$ cat src/rtl/ram_arbiter_pkg.sv
// rtl/ram_arbiter_pkg.sv - shared state/grant encodings and arbitration pick function
package ram_arbiter_pkg;

  typedef enum logic [1:0] {
    ARB_IDLE = 2'b00,
    ARB_INST = 2'b01,
    ARB_DATA = 2'b10
  } arb_state_t;

  typedef enum logic {
    GNT_INST = 1'b0,
    GNT_DATA = 1'b1
  } arb_grant_t;

  // Choose the next owner among eligible requesters; prefer_inst breaks ties.
  function automatic arb_state_t arb_pick(input logic inst_cand,
                                          input logic data_cand,
                                          input logic prefer_inst);
    if (inst_cand && data_cand) return prefer_inst ? ARB_INST : ARB_DATA;
    else if (data_cand)         return ARB_DATA;
    else if (inst_cand)         return ARB_INST;
    else                        return ARB_IDLE;
  endfunction

endpackage

$ cat src/rtl/ram_arbiter_if.sv
// rtl/ram_arbiter_if.sv - requester, RAM bus and stall signals of the RAM arbiter
interface ram_arbiter_if #(
  parameter int ADDR_W = 32,
  parameter int DATA_W = 32
);
  logic              inst_req;
  logic [ADDR_W-1:0] inst_addr;
  logic [DATA_W-1:0] inst_rdata;
  logic              inst_ready;

  logic              data_req;
  logic [3:0]        data_we;
  logic [ADDR_W-1:0] data_addr;
  logic [DATA_W-1:0] data_wdata;
  logic [DATA_W-1:0] data_rdata;
  logic              data_ready;

  logic              bus_en;
  logic [3:0]        bus_we;
  logic [ADDR_W-1:0] bus_addr;
  logic [DATA_W-1:0] bus_wdata;
  logic [DATA_W-1:0] bus_rdata;
  logic              bus_ready;

  logic              stall_req;

  // Arbiter side.
  modport slave (
    input  inst_req, inst_addr, data_req, data_we, data_addr, data_wdata,
           bus_rdata, bus_ready,
    output inst_rdata, inst_ready, data_rdata, data_ready,
           bus_en, bus_we, bus_addr, bus_wdata, stall_req
  );

  // Pipeline/RAM environment side.
  modport master (
    output inst_req, inst_addr, data_req, data_we, data_addr, data_wdata,
           bus_rdata, bus_ready,
    input  inst_rdata, inst_ready, data_rdata, data_ready,
           bus_en, bus_we, bus_addr, bus_wdata, stall_req
  );
endinterface

$ cat src/rtl/ram_arbiter.sv
// rtl/ram_arbiter.sv - IF/MEM arbiter onto one RAM port; RAM_ARB_RR_EN selects round-robin
module ram_arbiter
  import ram_arbiter_pkg::*;
#(
  parameter int ADDR_W = 32,
  parameter int DATA_W = 32
) (
  input  logic         clk,
  input  logic         rst_n,
  ram_arbiter_if.slave io
);

  arb_state_t        r_state;
  arb_state_t        w_next_state;
  logic              w_busy;
  logic              w_done;
  logic              w_issue;
  logic              w_inst_cand;
  logic              w_data_cand;
  logic              w_prefer_inst;
  logic [ADDR_W-1:0] w_inst_addr;

  logic              r_bus_en;
  logic [3:0]        r_bus_we;
  logic [ADDR_W-1:0] r_bus_addr;
  logic [DATA_W-1:0] r_bus_wdata;
  logic [DATA_W-1:0] r_inst_rdata;
  logic [DATA_W-1:0] r_data_rdata;
  logic              r_inst_ready;
  logic              r_data_ready;

  assign w_busy      = (r_state != ARB_IDLE);
  assign w_done      = w_busy & io.bus_ready;
  assign w_inst_addr = io.inst_addr & ~{{(ADDR_W-2){1'b0}}, 2'b11};

`ifdef RAM_ARB_RR_EN
  arb_grant_t r_last;

  assign w_prefer_inst = (r_last == GNT_DATA);

  // Remember who won the most recent grant so a tie goes to the other side.
  always_ff @(posedge clk or negedge rst_n) begin
    if (!rst_n)       r_last <= GNT_INST;
    else if (w_issue) r_last <= (w_next_state == ARB_DATA) ? GNT_DATA : GNT_INST;
  end
`else
  assign w_prefer_inst = 1'b0;
`endif

  // Arbitration: decide in IDLE or at a completion edge, masking the finishing requester.
  always_comb begin
    w_next_state = r_state;
    w_issue      = 1'b0;
    w_inst_cand  = io.inst_req & (r_state != ARB_INST);
    w_data_cand  = io.data_req & (r_state != ARB_DATA);
    if (!w_busy || w_done) begin
      w_next_state = arb_pick(w_inst_cand, w_data_cand, w_prefer_inst);
      w_issue      = (w_next_state != ARB_IDLE);
    end
  end

  // FSM state register.
  always_ff @(posedge clk or negedge rst_n) begin
    if (!rst_n) r_state <= ARB_IDLE;
    else        r_state <= w_next_state;
  end

  // Bus command registers, read-data capture and one-cycle ready pulses.
  always_ff @(posedge clk or negedge rst_n) begin
    if (!rst_n) begin
      r_bus_en     <= 1'b0;
      r_bus_we     <= 4'b0;
      r_bus_addr   <= '0;
      r_bus_wdata  <= '0;
      r_inst_rdata <= '0;
      r_data_rdata <= '0;
      r_inst_ready <= 1'b0;
      r_data_ready <= 1'b0;
    end else begin
      r_inst_ready <= 1'b0;
      r_data_ready <= 1'b0;
      if (w_done) begin
        if (r_state == ARB_INST) begin
          r_inst_rdata <= io.bus_rdata;
          r_inst_ready <= 1'b1;
        end else begin
          r_data_rdata <= io.bus_rdata;
          r_data_ready <= 1'b1;
        end
      end
      if (w_issue) begin
        r_bus_en <= 1'b1;
        if (w_next_state == ARB_INST) begin
          r_bus_we    <= 4'b0;
          r_bus_addr  <= w_inst_addr;
          r_bus_wdata <= '0;
        end else begin
          r_bus_we    <= io.data_we;
          r_bus_addr  <= io.data_addr;
          r_bus_wdata <= io.data_wdata;
        end
      end else if (w_done) begin
        r_bus_en <= 1'b0;
      end
    end
  end

  assign io.bus_en     = r_bus_en;
  assign io.bus_we     = r_bus_we;
  assign io.bus_addr   = r_bus_addr;
  assign io.bus_wdata  = r_bus_wdata;
  assign io.inst_rdata = r_inst_rdata;
  assign io.inst_ready = r_inst_ready;
  assign io.data_rdata = r_data_rdata;
  assign io.data_ready = r_data_ready;
  assign io.stall_req  = (io.inst_req & ~r_inst_ready) | (io.data_req & ~r_data_ready);

endmodule
$ cat src/flat_wrapper.sv
// flat-port wrapper written by rule: the top's interface ports become plain ports
module ram_arbiter_flat import ram_arbiter_pkg::*;
#(
  parameter int ADDR_W = 32,
  parameter int DATA_W = 32
)
  (clk, rst_n, io_inst_req, io_inst_addr, io_data_req, io_data_we, io_data_addr, io_data_wdata, io_bus_rdata, io_bus_ready, io_inst_rdata, io_inst_ready, io_data_rdata, io_data_ready, io_bus_en, io_bus_we, io_bus_addr, io_bus_wdata, io_stall_req);
  ram_arbiter_if #(.ADDR_W(ADDR_W), .DATA_W(DATA_W)) io_i ();
  input  logic clk;
  input  logic rst_n;
  input wire logic [$bits(io_i.inst_req)-1:0] io_inst_req;
  input wire logic [$bits(io_i.inst_addr)-1:0] io_inst_addr;
  input wire logic [$bits(io_i.data_req)-1:0] io_data_req;
  input wire logic [$bits(io_i.data_we)-1:0] io_data_we;
  input wire logic [$bits(io_i.data_addr)-1:0] io_data_addr;
  input wire logic [$bits(io_i.data_wdata)-1:0] io_data_wdata;
  input wire logic [$bits(io_i.bus_rdata)-1:0] io_bus_rdata;
  input wire logic [$bits(io_i.bus_ready)-1:0] io_bus_ready;
  output wire logic [$bits(io_i.inst_rdata)-1:0] io_inst_rdata;
  output wire logic [$bits(io_i.inst_ready)-1:0] io_inst_ready;
  output wire logic [$bits(io_i.data_rdata)-1:0] io_data_rdata;
  output wire logic [$bits(io_i.data_ready)-1:0] io_data_ready;
  output wire logic [$bits(io_i.bus_en)-1:0] io_bus_en;
  output wire logic [$bits(io_i.bus_we)-1:0] io_bus_we;
  output wire logic [$bits(io_i.bus_addr)-1:0] io_bus_addr;
  output wire logic [$bits(io_i.bus_wdata)-1:0] io_bus_wdata;
  output wire logic [$bits(io_i.stall_req)-1:0] io_stall_req;
  assign io_i.inst_req = io_inst_req;
  assign io_i.inst_addr = io_inst_addr;
  assign io_i.data_req = io_data_req;
  assign io_i.data_we = io_data_we;
  assign io_i.data_addr = io_data_addr;
  assign io_i.data_wdata = io_data_wdata;
  assign io_i.bus_rdata = io_bus_rdata;
  assign io_i.bus_ready = io_bus_ready;
  assign io_inst_rdata = io_i.inst_rdata;
  assign io_inst_ready = io_i.inst_ready;
  assign io_data_rdata = io_i.data_rdata;
  assign io_data_ready = io_i.data_ready;
  assign io_bus_en = io_i.bus_en;
  assign io_bus_we = io_i.bus_we;
  assign io_bus_addr = io_i.bus_addr;
  assign io_bus_wdata = io_i.bus_wdata;
  assign io_stall_req = io_i.stall_req;
  ram_arbiter #(.ADDR_W(ADDR_W), .DATA_W(DATA_W)) u_core (.clk(clk), .rst_n(rst_n), .io(io_i));
endmodule
$ cat config.mk
export PLATFORM = sky130hd
export DESIGN_NAME = ram_arbiter_flat
export DESIGN_NICKNAME = d
export VERILOG_FILES = /design/src/rtl/ram_arbiter_pkg.sv /design/src/rtl/ram_arbiter_if.sv /design/src/rtl/ram_arbiter.sv /design/src/flat_wrapper.sv
export SDC_FILE = /design/constraint.sdc
export NUM_CORES = 1
export LEC_CHECK = 0
export ABC_AREA = 1
export BUFFER_PORTS_ARGS = -buffer_cell sky130_fd_sc_hd__buf_2
export CAP_MARGIN = 40
export CORE_MARGIN = 1
export CORE_UTILIZATION = 30
export CTS_BUF_LIST = sky130_fd_sc_hd__clkbuf_2
export DETAILED_ROUTE_END_ITERATION = 8
export SLEW_MARGIN = 20
export SYNTH_ARGS = -nofsm -noshare
export SYNTH_HDL_FRONTEND = slang
export SYNTH_SLANG_ARGS = --single-unit
$ cat constraint.sdc
create_clock -name clk -period 1.6 [get_ports clk]
set_clock_uncertainty 0.05 [all_clocks]
set_input_delay 0.08 -clock clk [delete_from_list [all_inputs] [get_ports clk]]
set_output_delay 0.08 -clock clk [all_outputs]
set_load 0.03 [all_outputs]
==> results.md <==
* Outcome: finished clean
* Core Area at 18830 um^2
* Clock slew at reported path FFs at between 200 and 250 ps
* # IOs at between 200 and 300
* Dominant delay contributor by cell family on the critical path: flip-flops
* Final setup viols at 0
* Filler cells at 1634
* Initial core utilization at 30.86%
* Cell area power density at around 1800 nW/um^2
* Post-synth net total at about 800
* Antenna Violating Nets Remaining at 0
* Worst Setup Path Type: reg2out
* Fin. Hold Viols at 0
* Finished Layout Cells at 1408
* First-pass GRT wire length at roughly 32000 um
* CP bufs+invs at 1
* LEAKAGE at 5.535 nW
* DRT iter0 DRCs at approximately 360
* Largest net degree at the start of global routing at between 50 and 60
* Seq cells post-synth at ~140
* Startpoint types: flip-flop
* CTS tree: done
* Inserted Clock Buffers at 17
* Worst-path fanout max at 2
* H-tree Lvls at 4
* Crit path capture type: primary output
* Synth top area share at between 50% and 60%
* Leading area contributor after synthesis: dfrtp_1
* Period utilization at between 90% and 100%
* Sequential fraction of the synthesis area at ~60%
* Worst-path cell chain: o22ai_1, buf_4
* FMAX at between 600 and 700 MHz
* Critical Path Max Stage Delay at between 400 and 500 ps
* Vias per std cell at roughly 4.5
* Share of cells above drive strength 1 at 32.00%
* GRT Util Overall at between 20% and 30%
* Crit path DAT at between 1000 and 1500 ps
* CTS root buffer: clkbuf_2
* Total grt overflow at 0
* Cells after DPL at approximately 1200
* Die Area at 19930 um^2
* Final HPWL from detailed placement at ~11000 um
* Slowest cell on crit path: dfrtp_1
* Clock sink count at 137
* Detailed-route via count at 6267
* Maximum vdd drop at around 0.00083 V
* IO buf count at 270
* DIE WIDTH at approximately 140 um
* Least-Margin Pin Slew at ~450 ps
* Yosys cell types at 18
* Post-Syn Instances at ~650
* Fin util at 53.61%
* Max_cap viols at 0
* Worst-Skew Late Latency at 690 ps
* Max clock buf depth at 2
* DRT Pass-1 Iters at 5
* DR WL/cell at around 15 um
* DRT Wirelength at 21100 um
* RSZ-0062 raised after global routing: true
* Syn Area/Cell at 8.887 um^2
* Worst hold path type: in2reg
* Slew Limit Fails at 0
* Row cnt at 50
* Normalized max-slew margin at between 60% and 70%
* Post-synth design cell area at 5812 um^2
* Initial antenna violation count at 1
* Die height at ~140 um
* Nets at 1271
* Synth area leaders: dfrtp_1 (59%), nand2_1 (18%), nand3_1 (8.6%)
* Placer Congestion at roughly 0.74
* Ys Warns at 0
* Vias in the first global route at between 6000 and 7000
* Minimum hold slack at 94.40 ps
* P&R area growth vs syn at 73.71%
* Drc violations at 0
* Minimum clock period at between 1500 and 2000 ps
* WP data required at ~1500 ps
## placed cells by master (no fill, tap or decap), drive strengths merged
cell type    instances
clkbuf              23
nor2                 3
buf                296
clkinv               4
bufinv               1
clkinvlp             2
inv                 75
nand3              100
nand2              274
o21ai                2
dfrtp              137
mux2                32
and2                 1
diode                1
o22ai                1
dlygate4sd3        196
## state kept, by name (all words and copies together) (netlist names)
| register | flops |
|---|---|
| u_core.io.inst_ready | 1 |
| u_core.io.bus_en | 1 |
| u_core.r_state | 2 |
| u_core.io.bus_we | 4 |
| u_core.io.bus_addr | 32 |
| u_core.io.inst_rdata | 32 |
| u_core.io.data_rdata | 32 |
| u_core.io.data_ready | 1 |
| u_core.io.bus_wdata | 32 |
## cells by family (layout without fill, tap and decap cells)
| group | Yosys count | count (layout) | synth area share, % |
|---|---|---|---|
| mux | 32 | 32 | 6.200 |
| other cells | 0 | 1 | 0 |
| simple gates | 378 | 378 | 26.70 |
| flops | 137 | 137 | 58.99 |
| buf+inv | 104 | 597 | 7.772 |
| compound gates | 3 | 3 | 0.3445 |
## worst paths after layout
path / startpoint / end / slack, ps / cells after the start
max: u_core.io.inst_ready / io_stall_req / 40 / 2
min: io_bus_rdata[21] / u_core.io.inst_rdata[21] / 90 / 3
max reg2reg: u_core.r_state[0] / u_core.io.data_rdata[28] / 90 / 6
min reg2reg: u_core.io.bus_addr[25] / u_core.io.bus_addr[25] / 450 / 2
max in group asynchronous: rst_n / u_core.io.bus_wdata[15] / 790 / 4
min in group asynchronous: rst_n / u_core.io.data_rdata[26] / 350 / 4
## cell usage after synthesis (all sizes together)
master and n:
inv 68, buf 26, nor2 3, clkbuf 10, mux2 32, dfrtp 137
o21ai 2, o22ai 1, nand3 100, and2 1, nand2 274
## metrics by stage
stage                     instance area (um^2)  setup WS [ps]  TNS [ps]  total power [mW]
after floorplan                           5812          143.5         0             11.69
after global placement                    7574          106.2         0             14.57
after detailed placement                  7574          73.14         0             14.67
after CTS                                 9781         -80.70    -80.70             17.16
after global routing                     10100         -120.8    -191.5             18.88
final                                    10100          37.30         0             17.81
## power by group
group / leakage [nW] / internal [mW] / switching, mW / total, mW
registers: 1.68 / 5.09 / 0.876 / 5.97
clock network: 0.139 / 0.605 / 1.44 / 2.05
logic: 3.72 / 3.35 / 6.44 / 9.79
total: 5.53 / 9.05 / 8.76 / 17.8
## layout make-up
type,instances,area [um^2],area share (%)
multi-input cells,413,1976,19.57
repair buffers,497,3877,38.41
clock buffers,18,90.09,0.8923
diodes,1,2.502,0.02479
inverters,68,262.8,2.603
flip-flops and latches,137,3430,33.97
well taps,260,325.3,3.222
clock inverters,14,132.6,1.314
## worst reg2reg max path, stage by stage, from the launching register on
cell,delay [ps]
dfrtp_2,490
nor2_1,280
nor2_1,70
nand2_1,110
buf_6,280
nand2_1,130
nand2_1,90
## timing repair
| item | in CTS | in global routing |
|---|---|---|
| setup endpoints to repair | 1 | 113 |
| cloned | 0 | 4 |
| hold buffers | 197 | 0 |
| hold endpoints to repair | 274 | 0 |
| pin swaps | 1 | 1 |
| resized for setup | 1 | 60 |
| buffers inserted | 0 | 11 |
## routing by layer
layer	part of all wire, %	wire, um	global-route usage [%]
met2	51	10730	37.15
met4	4.3	902	11.61
met3	5.1	1083	4.925
met1	40	8384	22.65
met5	0	0	0
Note: power is estimated with default switching activity, not from simulation.
